$ cat src/rtl/buffer_link_arbiter.sv
// Round-robin arbiter/sequencer for the shared 3-bit link between two buffer stations.
// Optional per-station transfer counters are built only when LINK_STATS_EN is defined.
//
// state  | meaning
// IDLE   | link free, waiting for a request
// XFER   | link granted to winner, hold counter running
// DONE   | one-cycle delivery strobe, link released
// BAD    | unreachable code, recovers to IDLE
module buffer_link_arbiter #(
  parameter int HOLD_CYCLES = 4,
  parameter int CNT_W       = 8
) (
  input  logic             clk,
  input  logic             rst,
  input  logic [1:0]       req,
  input  logic [2:0]       data0,
  input  logic [2:0]       data1,
  output logic [1:0]       gnt,
  output logic             busy,
  output logic             xfer_valid,
  output logic             xfer_dst,
  output logic [2:0]       xfer_data,
  output logic [1:0]       state,
  output logic [CNT_W-1:0] stat0,
  output logic [CNT_W-1:0] stat1
);

  localparam int HC_W = (HOLD_CYCLES > 1) ? $clog2(HOLD_CYCLES) : 1;
  localparam logic [HC_W-1:0] HOLD_LOAD = HC_W'(HOLD_CYCLES - 1);

  typedef enum logic [1:0] {
    S_IDLE = 2'd0,
    S_XFER = 2'd1,
    S_DONE = 2'd2,
    S_BAD  = 2'd3
  } state_t;

  state_t          state_q, state_d;
  logic            winner_q;
  logic            last_q;
  logic [HC_W-1:0] hold_q;
  logic [2:0]      pkt_q;
  logic            dst_q;
  logic [2:0]      data_q;
  logic            pick;
  logic            grant_go;
  logic            done_go;

  // Sole requester wins; on a tie the station not served last wins.
  assign pick = (req == 2'b01) ? 1'b0 :
                (req == 2'b10) ? 1'b1 : ~last_q;

  always_ff @(posedge clk or negedge rst) begin
    if (!rst) state_q <= S_IDLE;
    else      state_q <= state_d;
  end

  always_comb begin
    state_d  = state_q;
    grant_go = 1'b0;
    done_go  = 1'b0;
    case (state_q)
      S_IDLE: begin
        if (req != 2'b00) begin
          state_d  = S_XFER;
          grant_go = 1'b1;
        end
      end
      S_XFER: begin
        if (!req[winner_q]) begin
          state_d = S_IDLE;
        end else if (hold_q == '0) begin
          state_d = S_DONE;
          done_go = 1'b1;
        end
      end
      S_DONE:  state_d = S_IDLE;
      default: state_d = S_IDLE;
    endcase
  end

  always_ff @(posedge clk or negedge rst) begin
    if (!rst) begin
      winner_q <= 1'b0;
      last_q   <= 1'b1;
      hold_q   <= '0;
      pkt_q    <= 3'b000;
      dst_q    <= 1'b0;
      data_q   <= 3'b000;
    end else begin
      if (grant_go) begin
        winner_q <= pick;
        pkt_q    <= pick ? data1 : data0;
        hold_q   <= HOLD_LOAD;
      end else if (state_q == S_XFER && hold_q != '0) begin
        hold_q <= hold_q - HC_W'(1);
      end
      if (done_go) begin
        last_q <= winner_q;
        dst_q  <= ~winner_q;
        data_q <= pkt_q;
      end
    end
  end

  assign gnt        = (state_q == S_XFER) ? (winner_q ? 2'b10 : 2'b01) : 2'b00;
  assign busy       = (state_q == S_XFER) || (state_q == S_DONE);
  assign xfer_valid = (state_q == S_DONE);
  assign xfer_dst   = dst_q;
  assign xfer_data  = data_q;
  assign state      = state_q;

`ifdef LINK_STATS_EN
  logic [CNT_W-1:0] cnt0_q, cnt1_q;

  // Saturating counters, bumped as the transfer commits to DONE.
  always_ff @(posedge clk or negedge rst) begin
    if (!rst) begin
      cnt0_q <= '0;
      cnt1_q <= '0;
    end else if (done_go) begin
      if (!winner_q && cnt0_q != '1) cnt0_q <= cnt0_q + CNT_W'(1);
      if (winner_q && cnt1_q != '1)  cnt1_q <= cnt1_q + CNT_W'(1);
    end
  end

  assign stat0 = cnt0_q;
  assign stat1 = cnt1_q;
`else
  assign stat0 = '0;
  assign stat1 = '0;
`endif

endmodule

$ cat config.mk
export PLATFORM = sky130hd
export DESIGN_NAME = buffer_link_arbiter
export DESIGN_NICKNAME = d
export VERILOG_FILES = /design/src/rtl/buffer_link_arbiter.sv
export SDC_FILE = /design/constraint.sdc
export NUM_CORES = 1
export LEC_CHECK = 0
export CAP_MARGIN = 40
export CORE_UTILIZATION = 37
export CTS_CLUSTER_SIZE = 28
export DETAILED_ROUTE_END_ITERATION = 8
export GPL_ROUTABILITY_DRIVEN = 0
export GPL_TIMING_DRIVEN = 0
export PLACE_DENSITY_LB_ADDON = 0.3
export SLEW_MARGIN = 20
export SYNTH_ARGS = -nofsm -noshare
export SYNTH_HDL_FRONTEND = slang
export SYNTH_SLANG_ARGS = --single-unit
$ cat constraint.sdc
create_clock -name clk -period 1.35 [get_ports clk]
set_input_delay 0.135 -clock clk [delete_from_list [all_inputs] [get_ports clk]]
set_output_delay 0.135 -clock clk [all_outputs]
set_load 0.01 [all_outputs]
==> results of run 1 <==
[metal layers]
metal	share of wire (%)	wire length [um]	vias to the layer above	track usage [%]
met3	5.3	102	2	3.03
met4	0.62	12	0	6.19
met2	50	961	30	25.3
li1	-	-	369	-
met5	0	0	-	0
met1	44	844	344	19.0
[worst max-delay path: stages (launching register included)]
cell	delay (ps)
dfrtp_1	470
mux2_4	350
and3_4	210
mux2_4	290
[how the worst max path moves through the flow]
| stage | slack, ps | start | to | cells after the start |
|---|---|---|---|---|
| after detailed placement | -280 | req[1] | xfer_data[0] | 4 |
| final | -80 | winner_q | xfer_data[2] | 3 |
| after CTS | -80 | state[0] | gnt[1] | 3 |
| after global placement | -270 | req[1] | xfer_data[1] | 4 |
| after floorplan | -3 | state[1] | state[1] | 5 |
| after global routing | -110 | state[1] | xfer_data[1] | 6 |
[cell usage in the layout, fill, tap and decap left out]
cell type / netlist / final
xnor2_2: 0 / 1
and3_4: 1 / 1
ha_1: 5 / 1
dlygate4sd2_1: 0 / 1
or3b_4: 0 / 1
a21oi_2: 0 / 1
o21a_1: 4 / 3
inv_2: 0 / 2
dlymetal6s2s_1: 0 / 2
a21oi_1: 7 / 6
clkdlybuf4s50_1: 0 / 11
conb_1: 1 / 16
and2_2: 1 / 1
o21ai_0: 8 / 8
mux2_4: 4 / 4
nand2_1: 6 / 6
and2b_2: 1 / 1
nand3_2: 0 / 1
a31oi_1: 2 / 2
o21a_2: 0 / 1
nand3_1: 2 / 1
nand2b_4: 0 / 1
buf_2: 1 / 3
dfrtp_1: 12 / 11
clkdlybuf4s15_1: 0 / 1
buf_4: 16 / 21
a311oi_1: 1 / 1
a21boi_2: 0 / 1
dfrtp_2: 0 / 1
o211ai_1: 1 / 1
clkbuf_4: 0 / 3
inv_1: 6 / 4
clkbuf_1: 0 / 1
nor3_1: 1 / 1
ha_4: 0 / 4
dfstp_2: 1 / 1
nor2_1: 5 / 5
buf_6: 0 / 5
a32o_1: 1 / 1
[sequential cells by signal, indices dropped and copies added, names as in the netlist]
name,flops
state,2
xfer_data,3
last_q,1
pkt_q,3
xfer_dst,1
winner_q,1
hold_q,2
[stage by stage]
stage	power, W	cell area, um^2	hold WS (ps)	cells	setup TNS [ps]
2_1_floorplan	0.00141	945	-161	106	-2.92
3_3_place_gp	0.00176	1170	490	153	-1780
3_5_place_dp	0.00181	1170	500	153	-1970
4_1_cts	0.00213	1260	254	163	-267
5_1_grt	0.00246	1320	262	165	-579
6_report	0.00232	1320	224	165	-273
[what timing repair did]
action / in CTS / in global routing
setup endpoints to repair: 10 / 17
resized for setup: 22 / 14
pin swaps: 2 / 2
cloned: 0 / 0
setup buffers: 6 / 2
[layout make-up]
cell class | instances | area share (%)
Tap cell | 28 | 2.66
Multi-Input combinational cell | 70 | 39.7
Sequential cell | 13 | 24.9
Timing Repair Buffer | 27 | 19.6
Buffer | 17 | 9.50
Inverter | 6 | 1.71
Clock buffer | 4 | 1.99
[logic make-up after synthesis]
family,Yosys count,synth area share [%]
muxes,4,6.99
DFF,13,38.0
AOI/OAI and AO/OA,25,17.6
xor gates and xnor gates,1,1.02
adders and majority gates,5,7.28
and+or+nand+nor,19,11.5
buffers and inverters,23,17.2
other,1,0.436
[report_power, final]
group          leakage [nW]  switching (W)  internal, W  total (W)
Clock                0.0150       0.000131     0.000114   0.000245
Combinational         0.467       0.000610     0.000786    0.00140
Sequential            0.147       0.000128     0.000555   0.000683
==> metrics.txt, run 1 <==
crit path capture type flop; Pleak approximately 0.63 nW; Max Cap Viol 0; gr usage total between 10% and 20%; port bufs 19; CTS tree done; unrepaired setup endpoints after global routing yes; largest net degree at the start of global routing 14; Via Count about 750; Hold Crit Class in2async; measured slew at the worst slew-check pin between 500 and 600 ps; reg2reg path depth 3; clock transition at the registers of the reported paths 90 ps; fmax around 700 MHz; Die Wd 50.2 um; area occupied by registers between 300 and 400 um^2; final-report setup violation count 5; Final #Nets 153; Worst Path Required around 1500 ps; reg2reg setup slack -80 ps; Initial Util about two fifths; Multi-input gate area approximately 520 um^2; share of layout cells above drive strength 1 between 30% and 40%; number of global-route vias before repair about 650; Row Count 17; pwr dens between 1500 and 2000 mW/mm^2; Unique masters post-synth 26; Initial DRC Count 12; Worst R2R Start winner_q; die area roughly 0.0025 mm^2; CORE AREA ~0.0022 mm^2; Layout fillers around 190; CP max FO 6; DR WL/cell about 12 um; final count of pins violating max slew 0; Mapped Area 860 um^2; Final Hold Violating Endpoints 0; Synth warnings 0; clk_lat worst skew 270 ps; Post-synth ARST share 100%; FF+latch count, synth 13; CTS root buf clkbuf_4; final worst path period need between 1000 and 1500 ps; CTS Hold Bufs 0; Slew headroom between 60% and 70%; Post-Syn Instances 91; Syn-to-layout area delta 53.3%; DR pass1 iterations 4; Max VDD drop ~990 uV; dpl hpwl 1270 um; total grt overflow 0; Yosys top cell by area dfrtp_1; Max clock buf depth 2; Post-DRT Antenna Nets 0; dpl ws -280 ps; period utilisation layout 106%; failing checks negative setup slack; CTS buffer count 3; first-pass GRT wire length 2890 um; leading cell types by total area after synthesis dfrtp_1 (35%), buf_4 (14%), ha_1 (7.3%); r2r endpoint xfer_data[2]; top-count cell post-synth buf_4; crit path DAT around 1600 ps; DRC 0; Avg Synthesized Cell Area 9.45 um^2; sequential area share after synthesis about 38%; die outline height roughly 50 um; most common library cells after synthesis buf_4 (16), dfrtp_1 (12), o21ai_0 (8), a21oi_1 (7); clock skew between 9 and 10 ps; io pins 36; Via-to-Cell Ratio 4.52; Post-synth EDFFs 0; Detailed Route WL just under 2000 um; WS Path Type reg2reg; status finished, violations left; H-Tree Level Count 1; startpoint types flop; initial antenna violation count 0; area fraction of the dominant cell type after synthesis between 30% and 40%; n_diodes 0; commonest register cell after synthesis dfrtp_1; final worst slack -77.3 ps; fin util approximately three fifths; clock sinks 13
Power figures use the tool's default switching activity.
==> run 2: changes to the inputs <==
- PLACE_DENSITY: not set -> 0.84
- PLACE_DENSITY_LB_ADDON: 0.3 -> not set
- clock period: 1.35 -> 1.3 ns (I/O delays scaled with it)
==> metrics.txt, run 2 (synthesis results as in run 1) <==
status finished, violations left; failing checks negative setup slack; io pins 36 (unchanged); Max Cap Viol 0 (unchanged); number of global-route vias before repair 676 (+3.5%); crit path DAT 1550 ps (-30 ps); gr usage total 15.6% (+0.39 points); final worst slack -87.5 ps (-10.2 ps); crit path capture type flop; Worst Path Required 1470 ps (-40 ps); CTS buffer count 3 (unchanged); Syn-to-layout area delta 51.2%; dpl hpwl 1330 um (+4.4%); die area 0.00252 mm^2 (unchanged); clk_lat worst skew 270 ps (about the same); initial antenna violation count 0 (unchanged); first-pass GRT wire length 2880 um (-0.24%); clock transition at the registers of the reported paths 80 ps (about the same); largest net degree at the start of global routing 14 (unchanged); WS Path Type reg2reg; Final Hold Violating Endpoints 0 (unchanged); Max clock buf depth 2 (unchanged); Hold Crit Class in2async; Initial Util 39.2% (unchanged); CORE AREA 0.00219 mm^2 (unchanged); port bufs 19 (unchanged); Max VDD drop 1300 uV (+32%); unrepaired setup endpoints after global routing yes; final worst path period need 1390 ps (-39.8 ps); DR WL/cell 11.0 um (-5.3%); Die Wd 50.2 um (unchanged); commonest non-fill, non-tap cell in the layout buf_4; reg2reg setup slack -90 ps (about the same); DR pass1 iterations 4 (unchanged); n_diodes 0 (unchanged); Worst R2R Start state[0]; Post-DRT Antenna Nets 0 (unchanged); fmax 721 MHz (+2.9%); Via Count 737 (-1.1%); startpoint types flop; dpl ws -312 ps (-32.3 ps); CTS tree done; CTS root buf clkbuf_4; Power Total 0.00233 W (+0.30%); final-report setup violation count 7 (+2); commonest non-fill, non-tap cells in the layout buf_4 (23), conb_1 (16), dfrtp_1 (10), clkdlybuf4s50_1 (9), o21ai_0 (8); clock sinks 13 (unchanged); Via-to-Cell Ratio 4.49 (-0.47%); die outline height 50.2 um (unchanged); setup TNS -382 ps (-109 ps); r2r endpoint xfer_data[0]; CP max FO 5 (-1); Row Count 17 (unchanged); Detailed Route WL 1810 um (-5.9%); final count of pins violating max slew 0 (unchanged); share of layout cells above drive strength 1 38.2% (-1.2 points); clock skew 10.7 ps (+1.34 ps); DRC 0 (unchanged); total grt overflow 0 (unchanged); H-Tree Level Count 1 (unchanged); Slew headroom 60.9% (+0.12 points); measured slew at the worst slew-check pin 585 ps (-1.81 ps); Final #Nets 152 (-0.65%); pwr dens 1790 mW/mm^2 (+1.7%); period utilisation layout 107% (+1.0 points); Pleak 0.610 nW (-3.1%); reg2reg path depth 4 (+1); Initial DRC Count 2 (-10)
[run 2: how the worst max path moves through the flow]
stage                     depth (start not counted)  startpoint  slack [ps]      endpoint
after floorplan                                   5    state[0]         -30      state[1]
after global placement                            4      req[1]        -300  xfer_data[2]
after global routing                              5    state[0]        -130      state[1]
final                                             4    state[0]         -90  xfer_data[0]
after CTS                                         4    state[0]         -90  xfer_data[0]
after detailed placement                          4      req[1]        -310  xfer_data[0]
[run 2: cell type report]
type / instances / area [um^2]
timing repair buffer: 26 / 243
multi-input combinational: 70 / 515
fill: 193 / 891
sequential: 13 / 329
tap: 28 / 35.0
inverter: 6 / 25.0
buffer: 17 / 125
clock buffer: 3 / 22.5
clock inverter: 1 / 5.00
[run 2: per-layer routing]
layer | GRT usage [%] | vias up | wire [um] | share of wire [%]
li1 | - | 367 | - | -
met1 | 18.2 | 329 | 785 | 43
met2 | 25.3 | 35 | 835 | 46
met3 | 4.24 | 6 | 149 | 8.2
met4 | 9.05 | 0 | 38 | 2.1
met5 | 0 | - | 0 | 0
[run 2: worst max-delay path, stage by stage (launching register included)]
cell and delay [ps]:
dfrtp_2 460, buf_4 160, ha_4 170, and3_4 200, mux2_4 290
[run 2: what timing repair did]
item / CTS / global route
buffers inserted: 7 / 0
hold buffers: 0 / 0
gates resized for setup: 29 / 6
pin swaps: 2 / 1
endpoints found under the setup margin: 14 / 14
[run 2: power by group]
group | internal [W] | switching (W) | total [W] | leakage [nW]
registers | 0.000578 | 0.000139 | 0.000716 | 0.145
clock network | 0.000114 | 0.000127 | 0.000241 | 0.0177
logic | 0.000779 | 0.000594 | 0.00137 | 0.447
total | 0.00147 | 0.000859 | 0.00233 | 0.610
[run 2: through the flow]
stage / area [um^2] / hold WS (ps) / std cells / utilization, %
after floorplan: 955 / -166 / 106 / -
after global placement: 1180 / 491 / 153 / 53.9
after detailed placement: 1180 / 497 / 153 / 53.9
after CTS: 1270 / 228 / 164 / 58.0
after global routing: 1300 / 252 / 164 / 59.3
final: 1300 / 221 / 164 / 59.3
==> run 3: changes to the inputs <==
- CELL_PAD_IN_SITES_DETAIL_PLACEMENT: not set -> 1
- CELL_PAD_IN_SITES_GLOBAL_PLACEMENT: not set -> 2
- CORE_UTILIZATION: 37 -> 21
- PLACE_DENSITY: 0.84 -> 0.83
==> metrics.txt, run 3 (synthesis results as in run 1) <==
part of the power in combinational logic 58.7% (-0.2 points); number of global-route vias before repair 796 (+18%); WL met1 851 um (+8.4%); Final Hold Violating Endpoints 0 (unchanged); port bufs 19 (unchanged); io pins 36 (unchanged); Max VDD drop 495 uV (-62%); crit path capture type output pin; dpl hpwl 1580 um (+18%); share of power burned in registers 27.4% (-3.3 points); Row Count 22 (+5); crit-path leading delay family flip-flops; cell-internal power 0.00162 W (+10%); commonest non-fill, non-tap cells in the layout buf_4 (23), conb_1 (16), clkdlybuf4s50_1 (10), dfrtp_1 (9); Via-to-Cell Ratio 4.17 (-7.2%); Post-DRT Antenna Nets 0 (unchanged); Detailed Route WL 2100 um (+16%); DP Area 0.00120 mm^2 (+2.1%); final-report setup violation count 6 (-1); CP Cell Sequence buf_4 -> ha_4 -> and2_2 -> buf_2; pwr dens 1890 mW/mm^2 (+5.3%); Final #Nets 154 (+1.3%); clock sinks 13 (unchanged); clk_lat worst skew 240 ps (-30 ps); commonest non-fill, non-tap cell in the layout buf_4; Worst Path Required 1170 ps (-300 ps); CORE AREA 0.00380 mm^2 (+73%); final worst slack -98.0 ps (-10.5 ps); wire length on met2 1140 um (+36%); dpl ws -340 ps (-27.9 ps); met3 WL post-DR 76 um (-49%); Power Total 0.00252 W (+8.3%); DRC 0 (unchanged); crit path DAT 1270 ps (-280 ps); net switching fraction of the power 35.7% (-1.2 points); status finished, violations left; final count of pins violating max slew 0 (unchanged); die area 0.00435 mm^2 (+73%); CTS tree done; initial antenna violation count 0 (unchanged); fmax 715 MHz (-0.75%); WS Path Type reg2out; Syn-to-layout area delta 55.5%; final worst path period need 1400 ps (+10.5 ps); largest net degree at the start of global routing 14 (unchanged); Switch Pwr 0.000901 W (+4.8%); DR pass1 iterations 2 (-2); total grt overflow 0 (unchanged); share of layout cells above drive strength 1 38.4% (+0.17 points); Max Cap Viol 0 (unchanged); CTS Hold Bufs 0 (unchanged); Largest stage delay, worst path 410 ps (-50 ps); Initial DRC Count 5 (+3); buffers plus inverters on the worst setup path 2 (+1); slowest cell on the critical path dfrtp_2; n_diodes 0 (unchanged); top sig layer met4; measured slew at the worst slew-check pin 590 ps (+5.25 ps); failing checks negative setup slack; Slew headroom 60.5% (-0.35 points); Max clock buf depth 2 (unchanged); CTS root buf clkbuf_8; startpoint types flop; Initial Util 22.6% (-17 points); Via Count 776 (+5.3%); first-pass GRT wire length 3650 um (+27%); CTS buffer count 3 (unchanged); die outline height 66.0 um (+31%); clock transition at the registers of the reported paths 60 ps (-20 ps); clock skew 4.98 ps (-5.73 ps); H-Tree Level Count 1 (unchanged); gr usage total 10.9% (-4.7 points); Pleak 0.632 nW (+3.6%); unrepaired setup endpoints after global routing yes; DR WL/cell 11.3 um (+2.4%); Design Area, Final 0.00134 mm^2 (+2.8%); period utilisation layout 108% (+0.80 points); Hold Crit Class in2async; Clk pwr share 13.9% (+3.6 points); CP max FO 5 (unchanged); Die Wd 66.0 um (+31%)
==> run 3: what timing repair did <==
item	CTS	global route
setup endpoints to repair	14	13
buffers inserted	8	1
pin swaps	3	3
gates resized for setup	29	3
==> run 3: worst register-to-register path, cell delays in order (launching register included) <==
cell,delay (ps)
dfrtp_2,410
buf_6,130
inv_4,50
ha_4,140
or3b_4,380
a21oi_2,120
a21oi_1,50
==> run 3: final cells by class <==
cell class	count	area, um^2
timing repair buffer	28	249
sequential	13	330
buffer	17	125
clock buffer	4	45.0
tap	48	60.1
multi-input combinational	70	499
fill	458	2460
inverter	6	27.5
==> run 3: worst paths after layout <==
kind / from / end / slack, ps / depth (start not counted)
max: state[0] / gnt[1] / -100 / 4
min: rst / state[1] / 270 / 1
max reg2reg: state[0] / state[1] / -90 / 6
min reg2reg: xfer_data[0] / xfer_data[0] / 510 / 1
max in group asynchronous: rst / state[0] / 620 / 1
min in group clk: req[1] / last_q / 440 / 3
==> run 3: per-stage QoR <==
step                      cells  utilization, %  hold slack (ps)  setup TNS (ps)
after floorplan             106               -             -166           -28.2
after global placement      173            31.7              493           -2590
after detailed placement    173            31.7              502           -2860
after CTS                   185            34.9              283            -537
after global routing        186            35.2              343            -864
final                       186            35.2              268            -536
==> run 3: power groups by stage <==
stage	Sequential (W)	Combinational [W]	Clock, W
floorplan	0.000734	0.000749	0
global placement	0.000736	0.00115	0
detailed placement	0.000753	0.00118	0
CTS	0.000696	0.00144	0.000363
global route	0.000715	0.00161	0.000369
finish	0.000691	0.00148	0.000350
==> run 3: routing by layer <==
metal / vias to the layer above / GRT usage, %
li1: 377 / -
met4: 0 / 5.59
met3: 2 / 1.38
met2: 20 / 21.2
met5: - / 0
met1: 377 / 11.1
